`src/rtl/col_drain_buf.sv`:
```
// Double-buffered per-column result drain: rows are captured in any order into
// two banks and presented strictly in row order over a valid/ready handshake.
module col_drain_buf #(
    parameter  int ROWS     = 8,
    parameter  int OUTWIDTH = 32,
    localparam int RW       = $clog2(ROWS),
    localparam int CW       = $clog2(2*ROWS+1)
) (
    input  logic                clk,
    input  logic                rst,
    input  logic [OUTWIDTH-1:0] in_r [0:ROWS-1],
    input  logic [ROWS-1:0]     in_v,
    output logic [OUTWIDTH-1:0] out_r,
    output logic                out_valid,
    input  logic                out_ready,
    output logic [RW-1:0]       out_row,
    output logic                tile_done,
    output logic [CW-1:0]       occupancy,
    output logic                err_ovf
);

    localparam logic [RW-1:0] LAST = RW'(ROWS-1);

    logic [OUTWIDTH-1:0]      mem [0:1][0:ROWS-1];
    logic [1:0][ROWS-1:0]     full;
    logic [ROWS-1:0]          wsel;
    logic                     rsel;
    logic [RW-1:0]            rptr;

    logic [ROWS-1:0]          wr_ok;
    logic [CW-1:0]            n_wr;
    logic                     ovf;
    logic                     accept;

    assign out_valid = full[rsel][rptr];
    assign out_r     = mem[rsel][rptr];
    assign out_row   = rptr;
    assign accept    = out_valid & out_ready;

    // A write only succeeds into an empty slot of its own bank; an accept on
    // the same row clears the other bank's bit, so the two never collide.
    always_comb begin
        wr_ok = '0;
        n_wr  = '0;
        ovf   = 1'b0;
        for (int unsigned i = 0; i < ROWS; i++) begin
            if (in_v[i]) begin
                if (!full[wsel[i]][i]) begin
                    wr_ok[i] = 1'b1;
                    n_wr     = n_wr + CW'(1);
                end else begin
                    ovf = 1'b1;
                end
            end
        end
    end

    always_ff @(posedge clk or posedge rst) begin
        if (rst) begin
            for (int unsigned b = 0; b < 2; b++)
                for (int unsigned i = 0; i < ROWS; i++)
                    mem[b][i] <= '0;
            full      <= '0;
            wsel      <= '0;
            rsel      <= 1'b0;
            rptr      <= '0;
            occupancy <= '0;
            err_ovf   <= 1'b0;
            tile_done <= 1'b0;
        end else begin
            for (int unsigned i = 0; i < ROWS; i++) begin
                if (wr_ok[i]) begin
                    mem[wsel[i]][i]  <= in_r[i];
                    full[wsel[i]][i] <= 1'b1;
                    wsel[i]          <= ~wsel[i];
                end
            end
            tile_done <= 1'b0;
            if (accept) begin
                full[rsel][rptr] <= 1'b0;
                if (rptr == LAST) begin
                    rptr      <= '0;
                    rsel      <= ~rsel;
                    tile_done <= 1'b1;
                end else begin
                    rptr <= rptr + RW'(1);
                end
            end
            occupancy <= occupancy + n_wr - CW'(accept);
            if (ovf)
                err_ovf <= 1'b1;
        end
    end

endmodule

```
`config.mk`:
```
export PLATFORM = sky130hd
export DESIGN_NAME = col_drain_buf
export DESIGN_NICKNAME = d
export VERILOG_FILES = /design/src/rtl/col_drain_buf.sv
export SDC_FILE = /design/constraint.sdc
export NUM_CORES = 1
export LEC_CHECK = 0
export ABC_AREA = 1
export ABC_CLOCK_PERIOD_IN_PS = 16400
export BUFFER_PORTS_ARGS = -buffer_cell sky130_fd_sc_hd__buf_2
export CORE_MARGIN = 4
export CORE_UTILIZATION = 53
export DETAILED_ROUTE_END_ITERATION = 16
export MAX_ROUTING_LAYER = met4
export PLACE_DENSITY = 0.77
export SKIP_LAST_GASP = 1
export SYNTH_ARGS = -nofsm -noshare
export SYNTH_HDL_FRONTEND = slang
export SYNTH_SLANG_ARGS = --single-unit
```
`constraint.sdc`:
```
create_clock -name clk -period 16.4 [get_ports clk]
set_input_delay 0.82 -clock clk [delete_from_list [all_inputs] [get_ports clk]]
set_output_delay 0.82 -clock clk [all_outputs]
set_load 0.005 [all_outputs]
```
==> flow_summary.toml <==
[run_status]
outcome = "completed"

[power_and_ir_drop]
netSwitchingPower_w = 0.00271
power.share.clock = 0.204
power.density_nw_per_um2 = 213
switching_share = 0.430
leakage_nw = 15.1
ir_worst_vdd_mv = 0.137
p_comb_frac = 0.431
internal_power_w = 0.00359
sequentialPowerShare = 0.365

[clock_network]
root_buffer = "clkbuf_16"
cts_setup_buffers = 0
clockBufferDepth = 3
clk_latency_ps = 620
clkSlewWorstSetupHoldPaths_ps = 60
postCtsHoldBufs = 0
cts.htree.levels = 2
cts_tree = "done"
numCtsBuffers = 57
ctsResizeCount = 0
clkSinkCount = 547

[worst_setup_path]
cp.arrival_ps = 6460
ff2ff_path_depth = 23
cp_max_fo = 80
critPathKind = "reg -> reg"
startpoint_type = "register"
crit_path_end_kind = "register"
cp.required_ps = 16910

[floorplanning]
ios = 310
die_x_um = 229
num_rows = 80
die_y_um = 229
die-area_um2 = 52200
core_um2 = 47900
initial_core_util = 0.537

[placement]
hpwlAfterDp_mm = 57.9
io_buffer_count = 309
gp_congestion = 0.937

[timing]
hold_viol_final = 0
relSlewSlack = 0.154
finalSetupViolCount = 0
fin_crit_sh = 0.363
slew_violations = 0
skew_ps = 14.0
max_freq_ghz = 0.168
tightest_slew_ps = 1270
grt_setup_unrepaired = "false"
finalCriticalPeriod_ps = 5960
fin_setup_tns_ps = 0

[finish]
area_growth_pct = 14.8
layout.nets = 3763
drive_above_1_share = 0.150
final_util = 0.617
nFillCells = 4173

[detailed_routing]
wl_per_cell_um = 20.2
drtAntennaViolNets = 0
vias_per_cell = 5.64
vias = 23300
drc = 0
first_pass_iters = 6
drt_iter0_markers = 2862
drt-total-wl_mm = 83.7

[yosys]
ys.flop_type = "dfrtp_1"
ys_ff_latch = 547
yosysSeqAreaShare = 0.531
syn_inst = 3260
yosys_warnings = 0
synth_edf_count = 0
ys_top_cells_by_count = "nand2_1 (1062), o21ai_0 (572), dfrtp_1 (547)"
yosysMostFrequentCell = "nand2_1"
async_flop_share = 1.00
synth_fp_nets = 3544
synth_top_area_share = 0.531
synth.largest_area_cell = "dfrtp_1"
synth_area_um2 = 25800
yosysUniqueCellTypes = 48
synth_area_leaders = "dfrtp_1 (53%), nand2_1 (15%), o21ai_0 (11%)"
synth_area_per_cell_um2 = 7.90

[global_routing]
overflow = 0
grt_pass1_vias = 21600
track_usage = 0.323
grt_first_pass_wirelength_mm = 128
grt_start_max_net_pins = 114
antenna_found_initial = 2

[hold_path]
hold_class = "in -> async"

[flow_run]
maxCapViolations = 0
==> flip-flops by register name, indices dropped and copies added (netlist names) <==
signal / cells
out_row: 3
mem: 512
full: 16
tile_done: 1
rsel: 1
wsel: 8
occupancy: 5
err_ovf: 1
==> area by class of cell <==
cell class / count / area, um2 / share of cell area
sequential: 547 / 13700 / 0.463
multi-input combinational: 2230 / 10300 / 0.348
timing repair buffer: 348 / 1840 / 0.0622
clock buffer: 91 / 1760 / 0.0594
inverter: 295 / 1120 / 0.0379
tap: 615 / 769 / 0.0260
clock inverter: 12 / 98.8 / 0.00334
antenna: 1 / 2.50 / 0.0000846
==> through the flow <==
step	hold slack [ps]	power (W)	cell area, um2	worst slack, ps	cells
after global routing	421	0.00673	29600	9900	4139
after detailed placement	453	0.00496	27700	10590	4035
final	349	0.00631	29600	10440	4139
after floorplan	437	0.00399	25800	288	3260
after CTS	394	0.00626	29600	10520	4138
after global placement	448	0.00489	27700	10650	4035
==> power by group through the flow <==
| stage | clock network [W] | registers (W) | logic (W) |
|---|---|---|---|
| 5_1_grt | 0.00135 | 0.00237 | 0.00301 |
| 6_report | 0.00129 | 0.00230 | 0.00272 |
| 4_1_cts | 0.00130 | 0.00230 | 0.00267 |
| 2_1_floorplan | 0 | 0.00222 | 0.00177 |
| 3_5_place_dp | 0 | 0.00231 | 0.00265 |
| 3_3_place_gp | 0 | 0.00229 | 0.00260 |
==> critical path, cell delays in order, from the launching register on <==
cell      delay (ps)
dfrtp_4          990
buf_4            760
buf_4            700
o21ai_0          190
o21ai_0          220
a221oi_1         120
nand2_1          100
nand2_1           70
inv_1            640
ha_1             360
inv_1             50
ha_1             150
inv_1             60
fa_1             460
nor2_1           140
a211oi_1          70
nand3b_1         160
nand2_1           90
xnor2_1          150
nor2_1            80
nor2_2           120
inv_1             50
nand2_1           50
nand2_1           40
==> path summary, 6_finish.rpt <==
| path | startpoint | slack [ps] | end |
|---|---|---|---|
| worst max register to register | rsel | 10440 | occupancy[4] |
| worst max-delay path | rsel | 10440 | occupancy[4] |
| min in group clk | in_r[178] | 420 | mem[434] |
| worst min-delay path | rst | 350 | mem[250] |
| max in group asynchronous | rst | 13630 | mem[263] |
| worst min register to register | mem[267] | 460 | mem[267] |
==> cell usage in the layout, fill, tap and decap left out, types with 7 or more instances in the layout <==
cell / n
a21oi_1: 69
a31oi_1: 11
buf_2: 309
buf_4: 39
clkbuf_1: 16
clkbuf_16: 59
clkbuf_8: 16
clkinv_1: 9
clkinv_2: 7
dfrtp_1: 545
ha_1: 16
inv_1: 270
inv_2: 14
mux2_2: 21
nand2_1: 1061
nand2_2: 23
nand3_1: 44
nand4_1: 9
nor2_1: 233
nor2_2: 15
nor3_1: 15
o21ai_0: 572
o21ai_1: 11
o22ai_1: 41
o32ai_1: 20
==> logic make-up after synthesis <==
family,synth area share
flip-flops,0.531
AO/OA/AOI/OAI,0.157
multiplexers,0.0107
AND/OR/NAND/NOR,0.219
adder cells (fa/ha/maj),0.00855
XOR/XNOR,0.00272
buffers and inverters,0.0707
==> layer usage <==
layer	part of all wire	GRT usage	up-vias
li1	-	-	10900
met1	0.41	0.447	11100
met2	0.44	0.468	1193
met3	0.10	0.0606	186
met4	0.050	0.140	0
met5	0	-	-
Note: power is estimated with default switching activity, not from simulation.
